**src/rtl/mem_port_arbiter_if.sv**
```systemverilog
// Fetch port, data port and RAM-side signals of the memory port arbiter.
// The arbiter uses the slave view; the core/RAM side uses the master view.
interface mem_port_arbiter_if #(
    parameter int ADDR_W = 32
);
    logic              i_req;
    logic [ADDR_W-1:0] i_addr;
    logic              i_gnt;
    logic              i_rvalid;
    logic [31:0]       i_rdata;

    logic              d_req;
    logic              d_we;
    logic [3:0]        d_be;
    logic [ADDR_W-1:0] d_addr;
    logic [31:0]       d_wdata;
    logic              d_gnt;
    logic              d_rvalid;
    logic [31:0]       d_rdata;

    logic              mem_en;
    logic [3:0]        mem_we;
    logic [ADDR_W-1:0] mem_addr;
    logic [31:0]       mem_wdata;
    logic [31:0]       mem_rdata;

    modport slave (
        input  i_req, i_addr, d_req, d_we, d_be, d_addr, d_wdata, mem_rdata,
        output i_gnt, i_rvalid, i_rdata, d_gnt, d_rvalid, d_rdata,
               mem_en, mem_we, mem_addr, mem_wdata
    );

    modport master (
        output i_req, i_addr, d_req, d_we, d_be, d_addr, d_wdata, mem_rdata,
        input  i_gnt, i_rvalid, i_rdata, d_gnt, d_rvalid, d_rdata,
               mem_en, mem_we, mem_addr, mem_wdata
    );
endinterface

```
**src/rtl/mem_port_arbiter.sv**
```systemverilog
// Shares one single-port RAM between the fetch and data ports, one access at a time,
// with data priority, fetch anti-starvation and a memory-mapped LED toggle register.
module mem_port_arbiter #(
    parameter int                ADDR_W      = 32,
    parameter int                RD_LATENCY  = 1,
    parameter int                MAX_STARVE  = 4,
    parameter logic [ADDR_W-1:0] TOGGLE_ADDR = ADDR_W'(52)
) (
    input  logic              clk,
    input  logic              resetn,
    mem_port_arbiter_if.slave bus,
    output logic [31:0]       toggle_value,
    output logic              busy
);

    typedef enum logic [1:0] {IDLE, ISSUE, WAIT, RESP} state_e;

    localparam int            SW         = (MAX_STARVE > 0) ? $clog2(MAX_STARVE + 1) : 1;
    localparam logic [SW-1:0] STARVE_TOP = SW'(MAX_STARVE);
    localparam logic [2:0]    LAT_LOAD   = 3'(RD_LATENCY - 1);

    state_e            state_q, state_d;
    logic              winIsD_q, winIsD_d;
    logic              isToggle_q, isToggle_d;
    logic              we_q, we_d;
    logic [3:0]        be_q, be_d;
    logic [ADDR_W-1:0] addr_q, addr_d;
    logic [31:0]       wdata_q, wdata_d;
    logic [2:0]        lat_q, lat_d;
    logic [SW-1:0]     starve_q, starve_d;
    logic [31:0]       toggle_q, toggle_d;

    logic anyReq;
    logic arbitrate;
    logic iWins;

    always_ff @(posedge clk) begin
        if (!resetn) begin
            state_q    <= IDLE;
            winIsD_q   <= 1'b0;
            isToggle_q <= 1'b0;
            we_q       <= 1'b0;
            be_q       <= 4'b0;
            addr_q     <= '0;
            wdata_q    <= 32'b0;
            lat_q      <= 3'b0;
            starve_q   <= '0;
            toggle_q   <= 32'b0;
        end else begin
            state_q    <= state_d;
            winIsD_q   <= winIsD_d;
            isToggle_q <= isToggle_d;
            we_q       <= we_d;
            be_q       <= be_d;
            addr_q     <= addr_d;
            wdata_q    <= wdata_d;
            lat_q      <= lat_d;
            starve_q   <= starve_d;
            toggle_q   <= toggle_d;
        end
    end

    // Fetch is forced to win once it has lost MAX_STARVE arbitrations in a row.
    always_comb begin
        anyReq    = bus.i_req | bus.d_req;
        arbitrate = (state_q == IDLE) || (state_q == RESP);
        iWins     = bus.i_req &&
                    (!bus.d_req || ((MAX_STARVE > 0) && (starve_q == STARVE_TOP)));
    end

    always_comb begin
        state_d = state_q;
        lat_d   = lat_q;
        unique case (state_q)
            IDLE, RESP: state_d = anyReq ? ISSUE : IDLE;
            ISSUE: begin
                lat_d   = LAT_LOAD;
                state_d = (RD_LATENCY > 1) ? WAIT : RESP;
            end
            WAIT: begin
                lat_d = lat_q - 3'd1;
                if (lat_q == 3'd1) state_d = RESP;
            end
            default: state_d = IDLE;
        endcase
    end

    always_comb begin
        winIsD_d   = winIsD_q;
        isToggle_d = isToggle_q;
        we_d       = we_q;
        be_d       = be_q;
        addr_d     = addr_q;
        wdata_d    = wdata_q;
        starve_d   = starve_q;
        toggle_d   = toggle_q;

        if (arbitrate && anyReq) begin
            winIsD_d = !iWins;
            if (iWins) begin
                isToggle_d = 1'b0;
                we_d       = 1'b0;
                be_d       = 4'b0;
                addr_d     = bus.i_addr;
                wdata_d    = 32'b0;
                starve_d   = '0;
            end else begin
                isToggle_d = (bus.d_addr == TOGGLE_ADDR);
                we_d       = bus.d_we;
                be_d       = bus.d_be;
                addr_d     = bus.d_addr;
                wdata_d    = bus.d_wdata;
                if (bus.i_req && (starve_q != STARVE_TOP)) starve_d = starve_q + 1'b1;
            end
        end

        // Toggle-register writes land on the edge that ends the ISSUE cycle.
        if ((state_q == ISSUE) && winIsD_q && isToggle_q && we_q) begin
            for (int b = 0; b < 4; b++) begin
                if (be_q[b]) toggle_d[8*b +: 8] = wdata_q[8*b +: 8];
            end
        end
    end

    always_comb begin
        bus.i_gnt     = 1'b0;
        bus.d_gnt     = 1'b0;
        bus.i_rvalid  = 1'b0;
        bus.d_rvalid  = 1'b0;
        bus.i_rdata   = 32'b0;
        bus.d_rdata   = 32'b0;
        bus.mem_en    = 1'b0;
        bus.mem_we    = 4'b0;
        bus.mem_addr  = addr_q;
        bus.mem_wdata = wdata_q;

        if (state_q == ISSUE) begin
            bus.i_gnt  = !winIsD_q;
            bus.d_gnt  = winIsD_q;
            bus.mem_en = !isToggle_q;
            if (winIsD_q && we_q && !isToggle_q) bus.mem_we = be_q;
        end

        if (state_q == RESP) begin
            if (winIsD_q) begin
                bus.d_rvalid = 1'b1;
                if (!we_q) bus.d_rdata = isToggle_q ? toggle_q : bus.mem_rdata;
            end else begin
                bus.i_rvalid = 1'b1;
                bus.i_rdata  = bus.mem_rdata;
            end
        end

        toggle_value = toggle_q;
        busy         = (state_q != IDLE);
    end

endmodule

```
**src/flat_wrapper.sv**
```systemverilog
// flat-port wrapper written by rule: the top's interface ports become plain ports
module mem_port_arbiter_flat 
#(
    parameter int                ADDR_W      = 32,
    parameter int                RD_LATENCY  = 1,
    parameter int                MAX_STARVE  = 4,
    parameter logic [ADDR_W-1:0] TOGGLE_ADDR = ADDR_W'(52)
)
  (clk, resetn, toggle_value, busy, bus_i_req, bus_i_addr, bus_d_req, bus_d_we, bus_d_be, bus_d_addr, bus_d_wdata, bus_mem_rdata, bus_i_gnt, bus_i_rvalid, bus_i_rdata, bus_d_gnt, bus_d_rvalid, bus_d_rdata, bus_mem_en, bus_mem_we, bus_mem_addr, bus_mem_wdata);
  mem_port_arbiter_if #(.ADDR_W(ADDR_W)) bus_i ();
  input  logic clk;
  input  logic resetn;
  output logic [31:0] toggle_value;
  output logic busy;
  input wire logic [$bits(bus_i.i_req)-1:0] bus_i_req;
  input wire logic [$bits(bus_i.i_addr)-1:0] bus_i_addr;
  input wire logic [$bits(bus_i.d_req)-1:0] bus_d_req;
  input wire logic [$bits(bus_i.d_we)-1:0] bus_d_we;
  input wire logic [$bits(bus_i.d_be)-1:0] bus_d_be;
  input wire logic [$bits(bus_i.d_addr)-1:0] bus_d_addr;
  input wire logic [$bits(bus_i.d_wdata)-1:0] bus_d_wdata;
  input wire logic [$bits(bus_i.mem_rdata)-1:0] bus_mem_rdata;
  output wire logic [$bits(bus_i.i_gnt)-1:0] bus_i_gnt;
  output wire logic [$bits(bus_i.i_rvalid)-1:0] bus_i_rvalid;
  output wire logic [$bits(bus_i.i_rdata)-1:0] bus_i_rdata;
  output wire logic [$bits(bus_i.d_gnt)-1:0] bus_d_gnt;
  output wire logic [$bits(bus_i.d_rvalid)-1:0] bus_d_rvalid;
  output wire logic [$bits(bus_i.d_rdata)-1:0] bus_d_rdata;
  output wire logic [$bits(bus_i.mem_en)-1:0] bus_mem_en;
  output wire logic [$bits(bus_i.mem_we)-1:0] bus_mem_we;
  output wire logic [$bits(bus_i.mem_addr)-1:0] bus_mem_addr;
  output wire logic [$bits(bus_i.mem_wdata)-1:0] bus_mem_wdata;
  assign bus_i.i_req = bus_i_req;
  assign bus_i.i_addr = bus_i_addr;
  assign bus_i.d_req = bus_d_req;
  assign bus_i.d_we = bus_d_we;
  assign bus_i.d_be = bus_d_be;
  assign bus_i.d_addr = bus_d_addr;
  assign bus_i.d_wdata = bus_d_wdata;
  assign bus_i.mem_rdata = bus_mem_rdata;
  assign bus_i_gnt = bus_i.i_gnt;
  assign bus_i_rvalid = bus_i.i_rvalid;
  assign bus_i_rdata = bus_i.i_rdata;
  assign bus_d_gnt = bus_i.d_gnt;
  assign bus_d_rvalid = bus_i.d_rvalid;
  assign bus_d_rdata = bus_i.d_rdata;
  assign bus_mem_en = bus_i.mem_en;
  assign bus_mem_we = bus_i.mem_we;
  assign bus_mem_addr = bus_i.mem_addr;
  assign bus_mem_wdata = bus_i.mem_wdata;
  mem_port_arbiter #(.ADDR_W(ADDR_W), .RD_LATENCY(RD_LATENCY), .MAX_STARVE(MAX_STARVE), .TOGGLE_ADDR(TOGGLE_ADDR)) u_core (.clk(clk), .resetn(resetn), .bus(bus_i), .toggle_value(toggle_value), .busy(busy));
endmodule
```
**config.mk**
```make
export PLATFORM = sky130hd
export DESIGN_NAME = mem_port_arbiter_flat
export DESIGN_NICKNAME = d
export VERILOG_FILES = /design/src/rtl/mem_port_arbiter_if.sv /design/src/rtl/mem_port_arbiter.sv /design/src/flat_wrapper.sv
export SDC_FILE = /design/constraint.sdc
export NUM_CORES = 1
export LEC_CHECK = 0
export BUFFER_PORTS_ARGS = -buffer_cell sky130_fd_sc_hd__buf_2
export CORE_AREA = 2 2 120 122
export CTS_CLUSTER_DIAMETER = 50
export DETAILED_ROUTE_END_ITERATION = 12
export DIE_AREA = 0 0 122 124
export PLACE_DENSITY = 0.73
export SLEW_MARGIN = 15
export SYNTH_ARGS = -nofsm -noshare
export SYNTH_HDL_FRONTEND = slang
export SYNTH_SLANG_ARGS = --single-unit
```
**constraint.sdc**
```tcl
create_clock -name clk -period 2.9 [get_ports clk]
set_input_delay 0.58 -clock clk [delete_from_list [all_inputs] [get_ports clk]]
set_output_delay 0.58 -clock clk [all_outputs]
set_load 0.005 [all_outputs]
```
==> qor.yml, run 1 <==
global_routing:
  overflow: 0
  grt_pass1_wl_um: 26500
  antenna_found_initial: 0
  grt_start_max_net_pins: 71
  grt_use_total_pct: 22.4
  grt_pass1_vias: 5182
final_layout:
  post-route-util_pct: 53.4
  fillers: 1309
  final_cell_area_sq_um: 7330
  layout-drive-gt1-share_pct: 35.4
  stdcell_count: 1143
  area_delta_synth_final_pct: 34.9
  layout.nets: 1102
setup_path:
  critical-path-max-stage-delay_ns: 0.34
  critical_path_class: "register to output port"
  rrSetupSlack_ns: 0.96
  start_kind: "register"
  regToRegStartpoint: "u_core.state_q[0]$_SDFFE_PN0P_"
  critical_path.slowest_cell: "dfxtp_1"
  cp.arrival_ns: 1.70
  cp-end-kind: "output port"
  reg2reg_depth: 6
  crit_path_cell_trace: "ha_1 -> and2_1 -> nand2b_1 -> buf_4 -> nor2_1 -> buf_2"
  worst_ep_required_time_ns: 2.32
  cp_max_fo: 32
  reg2reg_to: "u_core.bus.mem_wdata[25]$_SDFFE_PN0P_"
pwr:
  design_power_total_uw: 4370
  vdd_drop_max_v: 0.000381
  p_per_area_nw_per_um2: 596
  p_leak_uw: 0.00347
clocking:
  cts_buffers: 9
  clkTransAtPathRegs_ns: 0.07
  clk_latency_ns: 0.35
  cts_hold_buffers: 0
  ctsResizeCount: 0
  clock_path_buffers: 2
  cts_root_buf: "clkbuf_16"
  cts_setup_buffers: 0
  cts_tree: "done"
  htree_levels: 3
  clock_sinks: 111
logic_synthesis:
  ys_top_cells_by_count: "142 x nand2_1, 111 x dfxtp_1, 74 x nand3_1"
  syn-cell-area_sq_um: 5440
  yosysTopAreaCell: "dfxtp_1"
  ys_warn_count: 0
  postSynthAreaPerCell_sq_um: 7.95
  synth_area_leaders: "dfxtp_1 41%, nand2_1 9.8%, nand3_1 6.8%"
  synth_most_common_cell: "nand2_1"
  postSynthCellCount: 684
  yosysUniqueCellTypes: 37
  synth-seq-area-share_pct: 40.9
  yosysTopAreaCellShare_pct: 40.9
  synthArstFlopShare_pct: 0
  synth_seq_cells: 111
  synth_fp_nets: 829
  synth_flop_cell: "dfxtp_1"
  synth_edf_count: 0
flow_run:
  maxCapViolCount: 0
die:
  fp.dieArea_sq_um: 15100
  die_x_um: 122
  die_y_um: 124
  placementRows: 43
  io_pins: 307
  initial_utilization_pct: 39.6
  core-area_sq_um: 13700
status:
  outcome: "finished clean"
worst_hold_path:
  holdPathEnd: "u_core.bus.mem_wdata[12]$_SDFFE_PN0P_"
  hold_class: "register to register"
  whs_path_depth: 2
  min_from: "u_core.bus.mem_wdata[12]$_SDFFE_PN0P_"
timing:
  setup_tns_ns: 0
  setup_viol: 0
  fin_crit_sh_pct: 78.6
  rsz0062_at_grt: "no"
  relSlewSlack_pct: 64.6
  maxSlewViolCount: 0
  clock.fmax_mhz: 439
  fin_crit_ns: 2.28
  finalHoldViolCount: 0
  tightest_slew_ns: 0.531
  skew_ns: 0.00719
detailed_routing:
  wl_um: 17500
  wl_per_cell_um: 15.3
  ant_nets: 0
  drc: 0
  drt_iter0_markers: 395
  drt_first_pass_iters: 5
  via_per_inst: 5.03
  vias: 5747
placement:
  port_buffers: 306
  globalplace.congestion: 0.803
  dp.final_hpwl_um: 12900
  dp.cells: 1126
  place_area_sq_um: 7030
-- layout by cell type, fill, tap and decap left out, types with 2 or more instances in the layout --
cell and n:
nand3_1 74, nor2b_1 5, a21boi_1 40, nand2b_1 2, nand2_1 142, a21boi_0 33, and2_1 40, nand4_1 2
buf_4 11, inv_1 9, buf_12 2, ha_1 8, and4_1 2, o21ai_0 36, nor2_1 35, o211a_1 2
a31oi_1 32, dfxtp_1 110, clkbuf_16 9, buf_2 306, mux2i_1 33, nor4_1 4, clkinv_2 2, nor4b_1 2
-- where the power goes --
group          switching (uW)  total (uW)  leakage (uW)  internal [uW]
combinational             689        1200       0.00241            513
sequential                161        1910      0.000908           1750
clock                     565        1260      0.000146            695
-- worst max path at each step --
stage	from	endpoint	slack, ns	cells past startpoint
2_1_floorplan	u_core.state_q[0]$_SDFFE_PN0P_	bus_d_rdata[10]	1.14	5
3_3_place_gp	u_core.state_q[0]$_SDFFE_PN0P_	bus_d_rdata[4]	1.02	6
3_5_place_dp	u_core.state_q[0]$_SDFFE_PN0P_	u_core.bus.mem_wdata[25]$_SDFFE_PN0P_	0.96	6
4_1_cts	u_core.state_q[0]$_SDFFE_PN0P_	bus_d_rdata[23]	0.61	6
5_1_grt	u_core.state_q[0]$_SDFFE_PN0P_	bus_d_rdata[14]	0.49	6
6_report	u_core.state_q[0]$_SDFFE_PN0P_	bus_d_rdata[23]	0.62	6
-- final cells by class --
class / count / area [sq um] / area share (%)
multi-input cells: 507 / 2890 / 39.5
repair buffers: 319 / 1650 / 22.6
inverters: 9 / 33.8 / 0.461
diodes: 1 / 2.50 / 0.0341
clock inverters: 5 / 56.3 / 0.768
well taps: 180 / 225 / 3.07
clock buffers: 11 / 243 / 3.31
flip-flops and latches: 111 / 2220 / 30.3
-- layer usage --
metal  vias up  routed length, um  GRT usage [%]
li1       2883                  -              -
met1      2581               7170           26.7
met2       253               8490           38.5
met3        30               1360           4.72
met4         0                505           10.5
met5         -                  0              0
-- worst max-delay path: cells and delay by family (launching register included) --
kind	cells	cell delay, ns
adder cells (fa/ha/maj)	1	0.21
buffers and inverters	2	0.46
AND/OR/NAND/NOR	3	0.32
flip-flops	1	0.34
-- metrics by stage --
step	setup WS, ns	hold slack (ns)
final	0.621	0.471
after global routing	0.491	0.477
after CTS	0.612	0.459
after detailed placement	0.956	0.456
after global placement	1.02	0.455
after floorplan	1.14	0.448
-- flip-flops by register name (all words and copies together), names as in the netlist --
register / count
u_core.bus.mem_wdata: 32
u_core.toggle_value: 32
u_core.lat_q: 3
u_core.isToggle_q: 1
u_core.we_q: 1
u_core.state_q: 2
u_core.winIsD_q: 1
u_core.starve_q: 3
u_core.bus.mem_addr: 32
u_core.be_q: 4
-- cells by family after synthesis --
family / after synthesis / synth area share (%)
fa+ha+maj: 8 / 1.84
simple gates: 319 / 27.3
mux: 33 / 6.08
compound gates: 147 / 17.9
buf+inv: 66 / 5.94
flops: 111 / 40.9
No activity file was read; power rests on OpenSTA's default activity.
==> inputs of run 2 (changes only) <==
CORE_AREA = default   (was 2 2 120 122)
CORE_UTILIZATION = 40   (was default)
DIE_AREA = default   (was 0 0 122 124)
PLACE_DENSITY = 0.77   (was 0.73)
clock period = 1.85 ns   (was 2.9 ns; I/O delays follow)
==> qor.yml, run 2 (synthesized netlist as in run 1, its figures left out) <==
status:
  outcome: "finished with violations"
  violations: "negative setup slack"
setup_path:
  reg2reg_depth: 8
  cp.arrival_ns: 1.51
  start_kind: "register"
  cp-end-kind: "output port"
  worst_ep_required_time_ns: 1.48
  critical_path_class: "register to output port"
  cp_max_fo: 16
detailed_routing:
  wl_um: 17600
  via_per_inst: 5.14
  drt_first_pass_iters: 5
  drc: 0
  ant_nets: 0
  drt_iter0_markers: 474
  wl_per_cell_um: 15.3
  vias: 5912
global_routing:
  grt_pass1_wl_um: 26800
  grt_use_total_pct: 24.0
  overflow: 0
  grt_start_max_net_pins: 112
  grt_pass1_vias: 5334
  antenna_found_initial: 0
pwr:
  p_leak_uw: 0.00361
  netSwitchingFraction_pct: 32.0
  power.switching_uw: 2340
  vdd_drop_max_v: 0.000594
  combPwrFrac_pct: 30.6
  p_per_area_nw_per_um2: 952
  intPower_uw: 4960
  pwr-share-clk_pct: 28.4
  seqPwrFrac_pct: 41.0
timing:
  relSlewSlack_pct: 70.3
  clock.fmax_mhz: 532
  fin_crit_sh_pct: 102
  rsz0062_at_grt: "yes"
  skew_ns: 0.00725
  setup_viol: 25
  finalWorstSetupSlack_ns: -0.0281
  fin_crit_ns: 1.88
  tightest_slew_ns: 0.446
  maxSlewViolCount: 0
  finalHoldViolCount: 0
clocking:
  cts_hold_buffers: 0
  htree_levels: 3
  cts_root_buf: "clkbuf_16"
  clock_path_buffers: 2
  cts_buffers: 9
  clkTransAtPathRegs_ns: 0.07
  clock_sinks: 111
  cts_tree: "done"
  clk_latency_ns: 0.35
die:
  die_x_um: 119
  fp.dieArea_sq_um: 14100
  io_pins: 307
  placementRows: 42
  core-area_sq_um: 13200
  die_y_um: 119
  initial_utilization_pct: 41.0
placement:
  place_area_sq_um: 7120
  globalplace.congestion: 0.847
  dp.final_hpwl_um: 12300
  place_ws_ns: 0.105
  port_buffers: 306
final_layout:
  final_common_cell: "buf_2"
  layout-drive-gt1-share_pct: 38.8
  multi_input_area_sq_um: 2980
  ff_latch_area_sq_um: 2230
  post-route-util_pct: 57.9
  layout.nets: 1116
  antenna_cells: 0
  area_delta_synth_final_pct: 41.1
  fillers: 1246
  final_cell_mix: "305 x buf_2, 141 x nand2_1, 108 x dfxtp_1, 74 x nand3_1, 40 x a21boi_1"
  final_cell_area_sq_um: 7670
flow_run:
  maxCapViolCount: 0
worst_hold_path:
  whs_path_depth: 3
  hold_class: "input port to register"
-- run 2: changes by cell type in the layout (fill, tap and decap cells not counted), sizes merged --
cell,delta
clkinvlp,+1
bufinv,+1
inv,-1
diode,-1
clkbuf,+1
buf,+12
clkinv,-1
-- run 2: through the flow --
stage / TNS, ns / cells / power, uW / hold WS (ns)
final: -0.371 / 1151 / 7300 / 0.267
after global routing: -3.76 / 1151 / 7730 / 0.267
after CTS: -1.19 / 1147 / 7170 / 0.255
after detailed placement: 0 / 1127 / 5010 / 0.456
after global placement: 0 / 1127 / 4990 / 0.451
after floorplan: 0 / 684 / 4100 / 0.448
-- run 2: path summary, 6_finish.rpt --
path / startpoint / to / slack, ns
max: u_core.state_q[0]$_SDFFE_PN0P_ / bus_d_rdata[17] / -0.03
min: bus_d_wdata[5] / u_core.bus.mem_wdata[5]$_SDFFE_PN0P_ / 0.27
max reg2reg: u_core.state_q[0]$_SDFFE_PN0P_ / u_core.bus.mem_addr[26]$_SDFFE_PN0P_ / 0.12
min reg2reg: u_core.toggle_value[9]$_SDFFE_PN0P_ / u_core.toggle_value[9]$_SDFFE_PN0P_ / 0.46
-- run 2: final cells by class --
| type | instances | area share [%] |
|---|---|---|
| clock buffer | 10 | 2.99 |
| inverter | 9 | 0.473 |
| multi-input combinational | 507 | 38.8 |
| clock inverter | 5 | 1.09 |
| sequential | 111 | 29.1 |
| timing repair buffer | 333 | 24.6 |
| tap | 176 | 2.87 |
-- run 2: timing repair --
action                                  in CTS  in global routing
setup buffers                                4                  2
cloned                                       1                  2
pin swaps                                    1                  3
endpoints found under the setup margin      68                124
resized for setup                           20                 15
-- run 2: per-layer routing --
layer	vias up	global-route usage, %	part of all wire [%]
li1	2911	-	-
met3	36	4.10	5.7
met5	-	0	0
met1	2729	29.1	42
met4	0	12.4	3.5
met2	236	40.7	48
-- run 2: worst max-delay path, stage by stage (launching register included) --
cell and delay (ns):
dfxtp_4 0.38, ha_4 0.13, and2_4 0.15, nand2b_4 0.09, buf_12 0.17, nor2_1 0.11, buf_2 0.12
-- run 2: power groups by stage --
| stage | clock, uW | combinational [uW] | sequential (uW) |
|---|---|---|---|
| floorplan | 0 | 1100 | 3000 |
| global placement | 0 | 1970 | 3020 |
| detailed placement | 0 | 1990 | 3020 |
| CTS | 2110 | 2060 | 2990 |
| global route | 2210 | 2470 | 3040 |
| finish | 2070 | 2230 | 3000 |
